File: src/rtl/hdmi_ts_pkg.sv
// rtl/hdmi_ts_pkg.sv - shared aux entry layout, replay state encoding and burst length
package hdmi_ts_pkg;

    localparam int AUX_ENTRY_W  = 25;
    localparam int AUX_POS_LSB  = 9;
    localparam int AUX_DATA_LSB = 0;
    localparam int ADE_LEN      = 32;

    localparam logic [1:0] ST_INIT  = 2'd0;
    localparam logic [1:0] ST_FETCH = 2'd1;
    localparam logic [1:0] ST_ARMED = 2'd2;

    typedef struct packed {
        logic [15:0] pos;
        logic [8:0]  aux;
    } aux_entry_t;

endpackage

File: src/rtl/aux_replay_if.sv
// rtl/aux_replay_if.sv - receive aux FIFO read port (non-FWFT, Q valid one cycle after pop)
interface aux_replay_if #(parameter int W = hdmi_ts_pkg::AUX_ENTRY_W);
    logic [W-1:0] ax_dout;
    logic         ax_empty;
    logic         ax_rd_en;

    modport master (input ax_dout, input ax_empty, output ax_rd_en);
    modport slave  (output ax_dout, output ax_empty, input ax_rd_en);
endinterface

File: src/rtl/blank_pos_counter.sv
// rtl/blank_pos_counter.sv - blanking-relative pixel position, cleared by vde, saturating
module blank_pos_counter #(
    parameter int POS_W = 16
) (
    input  logic             clk,
    input  logic             rst,
    input  logic             vde_i,
    output logic [POS_W-1:0] pos_o,
    output logic [POS_W-1:0] pos_next_o
);

    logic [POS_W-1:0] pos_q;
    logic [POS_W-1:0] pos_d;

    always_comb begin
        if (vde_i) begin
            pos_d = '0;
        end else if (&pos_q) begin
            pos_d = pos_q;
        end else begin
            pos_d = pos_q + POS_W'(1);
        end
    end

    always_ff @(posedge clk) begin
        if (rst) begin
            pos_q <= '0;
        end else begin
            pos_q <= pos_d;
        end
    end

    assign pos_o      = pos_q;
    assign pos_next_o = pos_d;

endmodule

File: src/rtl/aux_replay.sv
// rtl/aux_replay.sv - replays captured aux words at their original blanking position
module aux_replay #(
    parameter int POS_W   = 16,
    parameter int AUX_W   = 9,
    parameter int ADE_LEN = hdmi_ts_pkg::ADE_LEN
) (
    input  logic             fifo_clk,
    input  logic             sys_rst,
    input  logic             vde,
    aux_replay_if.master     ax,
    output logic             ade,
    output logic [AUX_W-1:0] aux_out,
    output logic [3:0]       ade_num,
    output logic [7:0]       drop_cnt
);
    import hdmi_ts_pkg::*;

    localparam int BEAT_W = (ADE_LEN > 1) ? $clog2(ADE_LEN) : 1;

    logic [POS_W-1:0]  pos;
    logic [POS_W-1:0]  pos_next;
    logic [POS_W-1:0]  hp;
    logic [AUX_W-1:0]  hd;

    logic [1:0]        state_q, state_d;
    logic              ade_q, ade_d;
    logic [AUX_W-1:0]  aux_q, aux_d;
    logic [7:0]        drop_q, drop_d;
    logic              rd_en;

    logic              vde_q;
    logic [BEAT_W-1:0] beat_q;
    logic [3:0]        burst_q;
    logic [3:0]        num_q;

    blank_pos_counter #(.POS_W(POS_W)) u_pos (
        .clk        (fifo_clk),
        .rst        (sys_rst),
        .vde_i      (vde),
        .pos_o      (pos),
        .pos_next_o (pos_next)
    );

    assign hp = ax.ax_dout[AUX_W +: POS_W];
    assign hd = ax.ax_dout[AUX_DATA_LSB +: AUX_W];

    // Decisions look one cycle ahead (pos_next) so the registered ade lands on pos == hp.
    always_comb begin
        state_d = state_q;
        ade_d   = 1'b0;
        aux_d   = aux_q;
        drop_d  = drop_q;
        rd_en   = 1'b0;
        case (state_q)
            ST_INIT: begin
                if (vde) begin
                    state_d = ST_FETCH;
                end
            end
            ST_FETCH: begin
                if (!ax.ax_empty) begin
                    rd_en   = 1'b1;
                    state_d = ST_ARMED;
                end
            end
            ST_ARMED: begin
                if (hp == '0 || (!vde && hp < pos_next)) begin
                    rd_en = !ax.ax_empty;
                    if (ax.ax_empty) begin
                        state_d = ST_FETCH;
                    end
                    if (drop_q != 8'hFF) begin
                        drop_d = drop_q + 8'd1;
                    end
                end else if (hp == pos_next) begin
                    rd_en = !ax.ax_empty;
                    ade_d = 1'b1;
                    aux_d = hd;
                    if (ax.ax_empty) begin
                        state_d = ST_FETCH;
                    end
                end
            end
            default: begin
                state_d = ST_INIT;
            end
        endcase
    end

    always_ff @(posedge fifo_clk) begin
        if (sys_rst) begin
            state_q <= ST_INIT;
            ade_q   <= 1'b0;
            aux_q   <= '0;
            drop_q  <= '0;
        end else begin
            state_q <= state_d;
            ade_q   <= ade_d;
            aux_q   <= aux_d;
            drop_q  <= drop_d;
        end
    end

    // Burst tally for the blanking interval just ended is published on the vde rising edge.
    always_ff @(posedge fifo_clk) begin
        if (sys_rst) begin
            vde_q   <= 1'b0;
            beat_q  <= '0;
            burst_q <= '0;
            num_q   <= '0;
        end else begin
            vde_q <= vde;
            if (vde && !vde_q) begin
                num_q   <= burst_q;
                burst_q <= '0;
                beat_q  <= '0;
            end else if (ade_q) begin
                if (beat_q == BEAT_W'(ADE_LEN - 1)) begin
                    beat_q <= '0;
                    if (burst_q != 4'hF) begin
                        burst_q <= burst_q + 4'd1;
                    end
                end else begin
                    beat_q <= beat_q + BEAT_W'(1);
                end
            end
        end
    end

    assign ax.ax_rd_en = rd_en;
    assign ade         = ade_q;
    assign aux_out     = aux_q;
    assign ade_num     = num_q;
    assign drop_cnt    = drop_q;

    a_no_empty_pop: assert property (@(posedge fifo_clk) disable iff (sys_rst)
        !(ax.ax_rd_en && ax.ax_empty));

    a_no_fire_at_zero: assert property (@(posedge fifo_clk) disable iff (sys_rst)
        ade |-> (pos != '0));

endmodule

File: src/flat_wrapper.sv
// flat-port wrapper written by rule: the top's interface ports become plain ports
module aux_replay_flat import hdmi_ts_pkg::*;
#(
    parameter int POS_W   = 16,
    parameter int AUX_W   = 9,
    parameter int ADE_LEN = hdmi_ts_pkg::ADE_LEN
)
  (fifo_clk, sys_rst, vde, ade, aux_out, ade_num, drop_cnt, ax_ax_dout, ax_ax_empty, ax_ax_rd_en);
  aux_replay_if #(.W(25)) ax_i ();
  input  logic fifo_clk;
  input  logic sys_rst;
  input  logic vde;
  output logic ade;
  output logic [AUX_W-1:0] aux_out;
  output logic [3:0] ade_num;
  output logic [7:0] drop_cnt;
  input wire logic [$bits(ax_i.ax_dout)-1:0] ax_ax_dout;
  input wire logic [$bits(ax_i.ax_empty)-1:0] ax_ax_empty;
  output wire logic [$bits(ax_i.ax_rd_en)-1:0] ax_ax_rd_en;
  assign ax_i.ax_dout = ax_ax_dout;
  assign ax_i.ax_empty = ax_ax_empty;
  assign ax_ax_rd_en = ax_i.ax_rd_en;
  aux_replay #(.POS_W(POS_W), .AUX_W(AUX_W), .ADE_LEN(ADE_LEN)) u_core (.fifo_clk(fifo_clk), .sys_rst(sys_rst), .vde(vde), .ax(ax_i), .ade(ade), .aux_out(aux_out), .ade_num(ade_num), .drop_cnt(drop_cnt));
endmodule
File: config.mk
export PLATFORM = sky130hd
export DESIGN_NAME = aux_replay_flat
export DESIGN_NICKNAME = d
export VERILOG_FILES = /design/src/rtl/hdmi_ts_pkg.sv /design/src/rtl/aux_replay_if.sv /design/src/rtl/blank_pos_counter.sv /design/src/rtl/aux_replay.sv /design/src/flat_wrapper.sv
export SDC_FILE = /design/constraint.sdc
export NUM_CORES = 1
export LEC_CHECK = 0
export CAP_MARGIN = 20
export CORE_MARGIN = 2
export CORE_UTILIZATION = 50
export DETAILED_ROUTE_END_ITERATION = 10
export GPL_ROUTABILITY_DRIVEN = 1
export PLACE_DENSITY = 0.82
export SYNTH_ARGS = -nofsm -noshare
export SYNTH_HDL_FRONTEND = slang
export SYNTH_SLANG_ARGS = --single-unit
export TNS_END_PERCENT = 30
File: constraint.sdc
create_clock -name fifo_clk -period 6.45 [get_ports fifo_clk]
set_clock_uncertainty 0.05 [all_clocks]
set_input_delay 1.6125 -clock fifo_clk [delete_from_list [all_inputs] [get_ports fifo_clk]]
set_output_delay 1.6125 -clock fifo_clk [all_outputs]
set_load 0.1 [all_outputs]
### Yosys cells after proc, flatten, opt, wreduce, memory -nomap -nowiden

Index checks and enable logic that the tools add are counted.

| storage, ports and cells | value |
|---|---|
| input port bits | 29 |
| output and inout bits | 23 |
| register bits after elaboration | 50 |
| logic and storage cells | 54 |

| operators by class | value |
|---|---|
| bitwise logic cells | 2 |
| equality and inequality tests | 9 |
| reduce and logical (&&, ||, !) cells | 15 |
| add/sub/neg operators | 4 |
| multiplexer cells | 14 |
| magnitude comparators | 1 |

Operators with widths:

| operator | number |
|---|---|
| 2-to-1 mux 16 bit | 2 |
| adder 16 x 1 -> 16 bit, second input constant | 1 |
| equality test 16 bit | 1 |
| zero test 16 bit | 1 |
| < comparator 16 bit | 1 |
| AND reduction 16 bit | 1 |
| AND reduction 3 bit | 4 |
| 2-to-1 mux 2 bit | 5 |
| adder 8 x 1 -> 8 bit, second input constant | 1 |
| != test 8 bit, second input constant | 1 |
| case mux 2 bit (3 select lines) | 1 |
| adder 5 x 1 -> 5 bit, second input constant | 1 |
| equality test 5 bit, second input constant | 1 |
| 2-to-1 mux 5 bit | 1 |
| adder 4 x 1 -> 4 bit, second input constant | 1 |
| 2-to-1 mux 1 bit | 4 |
| != test 2 bit, second input constant | 2 |
| != test 4 bit, second input constant | 1 |
| zero test 1 bit | 3 |
| != test 3 x 1 -> 1 bit, second input constant | 1 |
| OR reduction 3 bit | 1 |
| equality test 2 x 1 -> 1 bit, second input constant | 1 |
| equality test 2 bit, second input constant | 1 |
| logical AND 1 bit | 2 |
| 5 further kinds | 6 |

### Logic depth before layout (Yosys ltp)

Gate-level depths: netlist of the first run.

| logic depth | value |
|---|---|
| word-level depth | 8 |
| depth in mapped cells | 15 |
| gate-level depth less buffers | 14 |

### Modules after synthesis

From an unflattened synthesis of the first run, not the netlist that was laid out.

| second synthesis, totals | value |
|---|---|
| cells, all modules | 376 |
| area, all modules | 3101.7 um^2 |

By module, submodules not included:

| module | cells an instance | instances | seq. area each (um^2) | area each (um^2) |
|---|---|---|---|---|
| aux_replay | 241 | 1 | 680.7 | 2030.7 |
| blank_pos_counter | 135 | 1 | 320.3 | 1071.0 |

### Worst setup path after synthesis of the first run

Ideal clock, no wire load.

| timing path | value |
|---|---|
| path type | input to output |
| start point | input vde |
| end point | output ax_ax_rd_en |
| path buffers | 2 |
| stages | 10 |
| data required time | 4787 ps |
| path slack | 637 ps |
| arrival time | 4150 ps |
| cells stage by stage | clkbuf_1 -> clkbuf_1 -> or2_2 -> ha_1 -> and4b_1 -> a211oi_2 -> o32a_4 -> a21oi_1 -> o21bai_1 -> and3b_1 |

| between the ends | value |
|---|---|
| word-level cells in the longest chain between the ends | 6 |
| elaborated cells on any way between the ends | 9 |
| those cells by class | order compare: 1; eq/ne: 1; mux: 4; reduce/logical: 3 |

RTL lines:

| what | line | source |
|---|---|---|
| start: declaration | flat_wrapper.sv:12 | `input logic vde;` |
| 2-to-1 mux 16 bit | blank_pos_counter.sv:16 | `if (vde_i) begin` |
| < comparator 16 bit | aux_replay.sv:67 | `if (hp == '0 \|\| (!vde && hp < pos_next)) begin` |
| logical AND 1 bit | aux_replay.sv:67 |  |
| logical OR 1 bit | aux_replay.sv:67 |  |
| 2-to-1 mux 1 bit * | aux_replay.sv:67 |  |
| case mux 1 bit (2 select lines) * | aux_replay.sv:54 | `case (state_q)` |
| end: declaration | flat_wrapper.sv:19 | `output wire logic [$bits(ax_i.ax_rd_en)-1:0] ax_ax_rd_en;` |

Mark *: on every way between the ends. The rest lies on a longest branch, timed or not.

### Worst setup path in the final report of the first run

Same ends and word-level chain as after synthesis.

==> results.json, run 1 <==
{
  "max_freq_ghz": 0.165,
  "fp.dieH_um": 78.6,
  "hold_path_class": "flip-flop to flip-flop",
  "async_reset_ff_frac": 0,
  "timing.rr.end": "u_core.aux_out[0]$_SDFFE_PP0P_",
  "finalHoldViolations": 0,
  "final_util": 0.638,
  "dieArea_mm2": 0.00618,
  "critical_path_depth": 11,
  "antenna_found_initial": 0,
  "root_buffer": "clkbuf_8",
  "ant_nets": 0,
  "cts_tree": "done",
  "areaGrowthSynthToFinish_pct": 24.6,
  "ys.flop_type": "dfxtp_1",
  "cts_hold_buf": 0,
  "drt-total-wl_um": 5920,
  "num_vias": 2443,
  "synth-compound-area-share": 0.121,
  "start_util": 0.512,
  "htreeDepth": 2,
  "synth_top_area_frac": 0.360,
  "ff2ff_path_depth": 13,
  "rsz0062_at_grt": "false",
  "syn_area_per_cell_um2": 8.95,
  "cp_max_fo": 11,
  "drc_errors": 0,
  "grt_pass1_vias": 2427,
  "io_buffers": 51,
  "clock-sinks": 50,
  "synth_mux_area_frac": 0.0760,
  "cp.buffers_inverters": 3,
  "synth_adder_area_share": 0.108,
  "gp_congestion": 0.844,
  "p_total_mw": 0.641,
  "ir_drop_v": 0.000108,
  "endpoint": "ax_ax_rd_en",
  "crit_chain": "clkdlybuf4s50_1, buf_4, or2_1, ha_1, nand4_1, or2_4, o32a_4, a21oi_1, o21bai_1, and3b_1, buf_12",
  "synth_top_family_by_area": "simple AND/OR/NAND/NOR gates",
  "p_per_area_mw_per_mm2": 185,
  "grt_usage": 0.204,
  "slew_headroom": 0.336,
  "syn_inst": 311,
  "post-route-min-period_ns": 6.07,
  "grt_pass1_wl_um": 10300,
  "worstHoldStart": "u_core.aux_out[6]$_SDFFE_PP0P_",
  "final_nets": 413,
  "status": "finished, final reports clean",
  "viasPerCell": 5.64,
  "clock_latency_ns": 0.30,
  "die_width_um": 78.6,
  "path_class": "input pin to primary output",
  "path_delay_family": "buffers and inverters",
  "cts_buffers": 5,
  "mostFrequentLayoutCells": "clkdlybuf4s50_1 (50), dfxtp_1 (50), nor2_1 (48)",
  "yosys_warnings": 0,
  "cts_resized": 0,
  "post_dp_cell_area_mm2": 0.00334,
  "io_pins": 52,
  "drv_slew": 0,
  "diodes": 0,
  "ff2ff_setup_slack_ns": 2.46,
  "postCtsSetupBuffers": 0,
  "required_ns": 4.79,
  "rows": 27,
  "multiInputGateArea_mm2": 0.00170,
  "reg2reg_from": "u_core.u_pos.pos_o[3]$_SDFF_PP0_",
  "cp-end-kind": "primary output",
  "fin_crit_sh": 0.941,
  "worst_pin_slew_ns": 0.993,
  "synth-edff-count": 0,
  "synth_nets": 364,
  "cp-start-kind": "input pin",
  "power.leakage_nw": 1.29,
  "cts.reportedPaths.clkPinSlew_ns": 0.09,
  "slowest_delay_ns": 0.61,
  "drv_cap": 0,
  "final_area_mm2": 0.00347,
  "grt_overflow": 0,
  "synth.largest_area_cell": "dfxtp_1",
  "grt_start_max_net_pins": 33,
  "synth.area.top_cells": "dfxtp_1 (36%), ha_1 (11%), mux2i_1 (7.2%)",
  "wl_per_cell_um": 13.7,
  "fillers": 475,
  "regArea_mm2": 0.00100,
  "first_pass_iters": 4,
  "clockBufferDepth": 2,
  "startpoint": "vde",
  "ys_seq_elements": 50,
  "dp_hpwl_um": 4490,
  "fin_hold_ws_ns": 0.456,
  "yosys.area_share.xor_xnor": 0.0441,
  "setup_viol": 0,
  "synth_seq_area_share": 0.360,
  "drtIter0Drc": 125,
  "core_area_mm2": 0.00544,
  "synthSimpleGateAreaFrac": 0.261,
  "arrival_ns": 4.40,
  "drive_above_1_share": 0.0693,
  "synth.distinct_cells": 50,
  "slowest_stage": "clkdlybuf4s50_1",
  "synthesis.area_mm2": 0.00278,
  "fin_tns_setup_ns": 0
}
## layout make-up
type	count	area share
Multi-Input combinational cell	243	0.490
Sequential cell	50	0.289
Timing Repair Buffer	53	0.157
Tap cell	72	0.0260
Clock buffer	5	0.0198
Clock inverter	3	0.0115
Inverter	7	0.00758
## synth_stat cells, drive strengths merged (2+ instances only)
library cell / instances
inv: 7
nor4: 6
o21ai: 11
or2: 13
nand3: 14
nor2: 48
or3: 4
a21o: 4
a211oi: 3
dfxtp: 50
xnor2: 3
and3: 4
nand2: 17
nand2b: 6
a21oi: 18
mux2i: 20
a31oi: 2
ha: 24
clkbuf: 9
or4: 2
nand4b: 2
and4: 2
nand4: 10
o31ai: 3
buf: 2
xor2: 11
nor3: 2
## per-layer routing
layer	track usage	part of all wire	vias up
met3	0.0529	0.073	12
met1	0.246	0.44	1132
li1	-	-	1211
met4	0.0860	0.018	0
met2	0.344	0.47	88
met5	0	0	-
## report_power, final
part,switching [mW],internal (mW),leakage (nW)
clock network,0.103,0.114,0.0579
logic,0.0562,0.0490,0.830
registers,0.00481,0.315,0.403
total,0.164,0.478,1.29
## how the worst min path moves through the flow
stage | to | cells after the start
floorplan | u_core.state_q[1]$_SDFFE_PP0P_ | 2
global placement | u_core.aux_out[4]$_SDFFE_PP0P_ | 2
detailed placement | u_core.aux_out[2]$_SDFFE_PP0P_ | 2
CTS | u_core.aux_out[6]$_SDFFE_PP0P_ | 2
global route | u_core.aux_out[6]$_SDFFE_PP0P_ | 2
finish | u_core.aux_out[6]$_SDFFE_PP0P_ | 2
## metrics by stage
stage | cells | setup slack [ns]
after floorplan | 311 | 0.637
after global placement | 424 | 0.403
after detailed placement | 424 | 0.381
after CTS | 432 | 0.373
after global routing | 433 | 0.246
final | 433 | 0.384
## logic make-up after synthesis
| family | Yosys count |
|---|---|
| buffers and inverters | 18 |
| and+or+nand+nor | 135 |
| xor gates and xnor gates | 14 |
| AOI/OAI and AO/OA | 49 |
| DFF | 50 |
| adders and majority gates | 24 |
| muxes | 21 |
## tightest hold or removal path: cells and delay by family, from the launching register on
family	cells	cell delay [ns]
and+or+nand+nor	1	0.07
DFF	1	0.34
muxes	1	0.07
## state kept, by name, summed over array words and instances, names as in the netlist
| register | flops |
|---|---|
| u_core.ade | 1 |
| u_core.drop_cnt | 8 |
| u_core.ade_num | 4 |
| u_core.u_pos.pos_o | 16 |
| u_core.beat_q | 5 |
| u_core.burst_q | 4 |
| u_core.state_q | 2 |
| u_core.aux_out | 9 |
| u_core.vde_q | 1 |
(Power assumes the default switching activity.)
==> run 2, diff against run 1 <==
--- a/config.mk
+++ b/config.mk
@@ -6,11 +6,13 @@
 export NUM_CORES = 1
 export LEC_CHECK = 0
 export CAP_MARGIN = 20
+export CELL_PAD_IN_SITES_DETAIL_PLACEMENT = 1
+export CELL_PAD_IN_SITES_GLOBAL_PLACEMENT = 2
 export CORE_MARGIN = 2
-export CORE_UTILIZATION = 50
+export CORE_UTILIZATION = 34
 export DETAILED_ROUTE_END_ITERATION = 10
 export GPL_ROUTABILITY_DRIVEN = 1
-export PLACE_DENSITY = 0.82
+export PLACE_DENSITY = 0.9
 export SYNTH_ARGS = -nofsm -noshare
 export SYNTH_HDL_FRONTEND = slang
 export SYNTH_SLANG_ARGS = --single-unit
==> results.json, run 2 (synthesis results as in run 1) <==
{
  "timing.rr.end": "u_core.aux_out[3]$_SDFFE_PP0P_",
  "grt_pass1_vias": 2493,
  "drt-total-wl_um": 6930,
  "ir_drop_v": 0.0000795,
  "reg2reg_from": "u_core.u_pos.pos_o[3]$_SDFF_PP0_",
  "grt_usage": 0.162,
  "path_class": "input pin to primary output",
  "mostFrequentLayoutCells": "clkdlybuf4s50_1 (50), dfxtp_1 (50), nor2_1 (48)",
  "status": "finished, final reports clean",
  "cts_buffers": 5,
  "place_ws_ns": 0.329,
  "fin_crit_sh": 0.947,
  "final_util": 0.446,
  "cp_max_fo": 12,
  "core_area_mm2": 0.00785,
  "wl_per_cell_um": 15.0,
  "grt_overflow": 0,
  "final_nets": 413,
  "clock-sinks": 50,
  "hold_path_depth": 2,
  "start_util": 0.355,
  "gp_congestion": 0.779,
  "rows": 32,
  "antenna_found_initial": 0,
  "num_vias": 2416,
  "cp-end-kind": "primary output",
  "cts_tree": "done",
  "largest_reg_flops": 16,
  "post-place-cells": 455,
  "ant_nets": 0,
  "worst_pin_slew_ns": 1.00,
  "worstHoldStart": "u_core.state_q[1]$_SDFFE_PP0P_",
  "switching_power_mw": 0.172,
  "ff2ff_setup_slack_ns": 2.43,
  "io_pins": 52,
  "drive_above_1_share": 0.0693,
  "fin_tns_setup_ns": 0,
  "ff2ff_path_depth": 13,
  "fin_ws_ns": 0.340,
  "setup_viol": 0,
  "clockBufferDepth": 2,
  "root_buffer": "clkbuf_8",
  "drtIter0Drc": 69,
  "power.leakage_nw": 1.29,
  "p_seq_frac": 0.491,
  "arrival_ns": 4.45,
  "drc_errors": 0,
  "htreeDepth": 2,
  "cts_hold_buf": 0,
  "slowest_stage": "clkdlybuf4s50_1",
  "slowest_delay_ns": 0.54,
  "io_buffers": 51,
  "rsz0062_at_grt": "false",
  "postCtsSetupBuffers": 0,
  "drv_slew": 0,
  "p_per_area_mw_per_mm2": 186,
  "max_freq_ghz": 0.164,
  "grt_pass1_wl_um": 11600,
  "cp-start-kind": "input pin",
  "areaGrowthSynthToFinish_pct": 25.7,
  "hold_end": "u_core.state_q[1]$_SDFFE_PP0P_",
  "crit_chain": "clkdlybuf4s50_1, buf_4, or2_1, ha_1, nand4_1, or2_4, o32a_4, a21oi_1, o21bai_1, and3b_1, buf_12",
  "fp.dieH_um": 94.5,
  "dieArea_mm2": 0.00892,
  "p_clk_frac": 0.340,
  "dp_hpwl_um": 5340,
  "cts.reportedPaths.clkPinSlew_ns": 0.09,
  "hold_path_class": "flip-flop to flip-flop",
  "finalHoldViolations": 0,
  "p_int_mw": 0.478,
  "drv_cap": 0,
  "clock_latency_ns": 0.31,
  "instances_no_fill": 463,
  "slew_headroom": 0.330,
  "required_ns": 4.79,
  "post-route-min-period_ns": 6.11,
  "fin_hold_ws_ns": 0.448,
  "viasPerCell": 5.22,
  "first_pass_iters": 5,
  "grt_start_max_net_pins": 33,
  "diodes": 0,
  "comb_power_share": 0.168,
  "die_width_um": 94.5,
  "cts_resized": 0,
  "swShare": 0.264
}
[run 2: worst max path at each step]
stage          startpoint  slack [ns]  cells after the start           to
6_report              vde        0.34                     11  ax_ax_rd_en
5_1_grt               vde        0.15                     11  ax_ax_rd_en
4_1_cts               vde        0.33                     11  ax_ax_rd_en
3_5_place_dp          vde        0.33                     11  ax_ax_rd_en
3_3_place_gp          vde        0.43                     11  ax_ax_rd_en
2_1_floorplan         vde        0.64                     10  ax_ax_rd_en
[run 2: metal layers]
| metal | part of all wire | global-route usage | up-vias |
|---|---|---|---|
| li1 | - | - | 1209 |
| met1 | 0.48 | 0.212 | 1166 |
| met2 | 0.48 | 0.277 | 31 |
| met3 | 0.025 | 0.0239 | 10 |
| met4 | 0.012 | 0.0435 | 0 |
| met5 | 0 | 0 | - |
[run 2: power by group through the flow]
stage / clock network (mW) / logic, mW / registers, mW
2_1_floorplan: 0 / 0.0658 / 0.328
3_3_place_gp: 0 / 0.107 / 0.326
3_5_place_dp: 0 / 0.110 / 0.327
4_1_cts: 0.229 / 0.111 / 0.320
5_1_grt: 0.239 / 0.121 / 0.321
6_report: 0.221 / 0.110 / 0.320
[run 2: final cells by class]
class,instances,area (um^2)
Fill cell,961,4350
Multi-Input combinational cell,243,1700
Sequential cell,50,1000
Timing Repair Buffer,53,536
Tap cell,102,128
Clock buffer,5,68.8
Clock inverter,3,40.0
Inverter,7,26.3
[run 2: per-stage QoR]
stage	total power [mW]	cell area, um^2
CTS	0.659	3500
global route	0.681	3500
global placement	0.433	3390
detailed placement	0.437	3390
floorplan	0.394	2780
finish	0.650	3500
[run 2: worst max-delay path: cells and delay by family]
kind / cells / cell delay (ns)
buf+inv: 3 / 0.95
simple gates: 4 / 0.85
compound gates: 3 / 0.74
fa+ha+maj: 1 / 0.29
==> run 3, diff against run 2 <==
--- a/config.mk
+++ b/config.mk
@@ -8,11 +8,12 @@
 export CAP_MARGIN = 20
 export CELL_PAD_IN_SITES_DETAIL_PLACEMENT = 1
 export CELL_PAD_IN_SITES_GLOBAL_PLACEMENT = 2
-export CORE_MARGIN = 2
+export CORE_MARGIN = 8
 export CORE_UTILIZATION = 34
 export DETAILED_ROUTE_END_ITERATION = 10
 export GPL_ROUTABILITY_DRIVEN = 1
 export PLACE_DENSITY = 0.9
+export SKIP_LAST_GASP = 1
 export SYNTH_ARGS = -nofsm -noshare
 export SYNTH_HDL_FRONTEND = slang
 export SYNTH_SLANG_ARGS = --single-unit
==> results.json, run 3 (synthesis results as in run 1) <==
{
  "viasPerCell": 5.11,
  "drv_slew": 0,
  "p_clk_frac": 0.350,
  "io_buffers": 51,
  "timing.rr.end": "u_core.aux_out[5]$_SDFFE_PP0P_",
  "rows": 33,
  "cts.reportedPaths.clkPinSlew_ns": 0.09,
  "slew_headroom": 0.334,
  "post-place-cells": 458,
  "fin_ws_ns": 0.401,
  "cp-end-kind": "primary output",
  "dieArea_mm2": 0.0113,
  "first_pass_iters": 4,
  "cp_max_fo": 12,
  "die_width_um": 106,
  "drive_above_1_share": 0.0693,
  "grt_pass1_wl_um": 12200,
  "regArea_mm2": 0.00100,
  "cts_resized": 0,
  "finalHoldViolations": 0,
  "place_ws_ns": 0.396,
  "p_total_mw": 0.658,
  "fin_tns_setup_ns": 0,
  "ir_drop_v": 0.0000891,
  "diodes": 0,
  "post-route-min-period_ns": 6.05,
  "postCtsSetupBuffers": 0,
  "hold_path_class": "flip-flop to flip-flop",
  "rsz0062_at_grt": "false",
  "comb_power_share": 0.165,
  "fillers": 966,
  "cts_hold_buf": 0,
  "arrival_ns": 4.39,
  "core_area_mm2": 0.00809,
  "clockBufferDepth": 2,
  "gp_congestion": 0.764,
  "max_freq_ghz": 0.165,
  "drv_cap": 0,
  "grt_pass1_vias": 2527,
  "cts_buffers": 5,
  "antenna_found_initial": 0,
  "io_pins": 52,
  "multiInputGateArea_mm2": 0.00170,
  "ant_nets": 0,
  "dp_hpwl_um": 5660,
  "status": "finished, final reports clean",
  "clock-sinks": 50,
  "power.leakage_nw": 1.29,
  "reg2reg_from": "u_core.u_pos.pos_o[3]$_SDFF_PP0_",
  "ff2ff_path_depth": 13,
  "final_nets": 413,
  "endpoint": "ax_ax_rd_en",
  "startpoint": "vde",
  "grt_start_max_net_pins": 33,
  "root_buffer": "clkbuf_8",
  "fin_crit_sh": 0.938,
  "drtIter0Drc": 57,
  "cts_tree": "done",
  "clock_latency_ns": 0.31,
  "fp.dieH_um": 106,
  "worst_pin_slew_ns": 0.996,
  "grt_overflow": 0,
  "path_class": "input pin to primary output",
  "drc_errors": 0,
  "required_ns": 4.79,
  "swShare": 0.268,
  "num_vias": 2382,
  "largest_reg_flops": 16,
  "wl_per_cell_um": 15.6,
  "setup_viol": 0,
  "grt_usage": 0.132,
  "p_int_mw": 0.482,
  "areaGrowthSynthToFinish_pct": 26.1,
  "switching_power_mw": 0.176,
  "p_seq_frac": 0.485,
  "mostFrequentLayoutCells": "clkdlybuf4s50_1 (50), dfxtp_1 (50), nor2_1 (48)",
  "drt-total-wl_um": 7250,
  "start_util": 0.344,
  "cp-start-kind": "input pin",
  "instances_no_fill": 466,
  "p_per_area_mw_per_mm2": 187,
  "htreeDepth": 2,
  "ff2ff_setup_slack_ns": 2.42
}
[run 3: cell types whose count changed in the layout (fill, tap and decap cells not counted)]
cell,delta
clkinv_2,-2
inv_6,+1
clkinv_4,+1
[run 3: routing by layer]
metal  global-route usage  share of wire  vias up  wire length (um)
li1                     -              -     1208                 -
met1                0.160           0.47     1138              3420
met2                0.228           0.49       29              3540
met3               0.0254          0.026        7               189
met4               0.0412          0.013        0                96
met5                    0              0        -                 0
[run 3: how the worst min path moves through the flow]
| stage | cells after the start | slack [ns] | startpoint | endpoint |
|---|---|---|---|---|
| 2_1_floorplan | 2 | 0.41 | u_core.state_q[1]$_SDFFE_PP0P_ | u_core.state_q[1]$_SDFFE_PP0P_ |
| 3_3_place_gp | 2 | 0.42 | u_core.aux_out[5]$_SDFFE_PP0P_ | u_core.aux_out[5]$_SDFFE_PP0P_ |
| 3_5_place_dp | 2 | 0.44 | u_core.ade_num[2]$_SDFFE_PP0P_ | u_core.ade_num[2]$_SDFFE_PP0P_ |
| 4_1_cts | 2 | 0.46 | u_core.state_q[1]$_SDFFE_PP0P_ | u_core.state_q[1]$_SDFFE_PP0P_ |
| 5_1_grt | 2 | 0.48 | u_core.ade_num[2]$_SDFFE_PP0P_ | u_core.ade_num[2]$_SDFFE_PP0P_ |
| 6_report | 2 | 0.45 | u_core.state_q[1]$_SDFFE_PP0P_ | u_core.state_q[1]$_SDFFE_PP0P_ |
[run 3: through the flow]
| step | hold WS (ns) | util | instance area [um^2] |
|---|---|---|---|
| final | 0.450 | 0.434 | 3510 |
| after global routing | 0.482 | 0.434 | 3510 |
| after CTS | 0.459 | 0.434 | 3510 |
| after detailed placement | 0.436 | 0.419 | 3390 |
| after global placement | 0.421 | 0.419 | 3390 |
| after floorplan | 0.415 | - | 2780 |
[run 3: area by class of cell]
class	count	area share
clock buffer	5	0.0196
clock inverter	3	0.0135
inverter	7	0.00749
multi-input combinational	243	0.484
sequential	50	0.285
tap	105	0.0374
timing repair buffer	53	0.153
[run 3: worst max-delay path, cell delays in order]
cell             delay (ns)
clkdlybuf4s50_1        0.54
buf_4                  0.23
or2_1                  0.23
ha_1                   0.29
nand4_1                0.13
or2_4                  0.26
o32a_4                 0.41
a21oi_1                0.22
o21bai_1               0.08
and3b_1                0.20
buf_12                 0.17
[run 3: power by group through the flow]
stage                     logic, mW  clock network [mW]  registers, mW
final                         0.108               0.230          0.319
after global routing          0.122               0.250          0.320
after CTS                     0.110               0.240          0.319
after detailed placement      0.109                   0          0.327
after global placement        0.107                   0          0.326
after floorplan              0.0658                   0          0.328
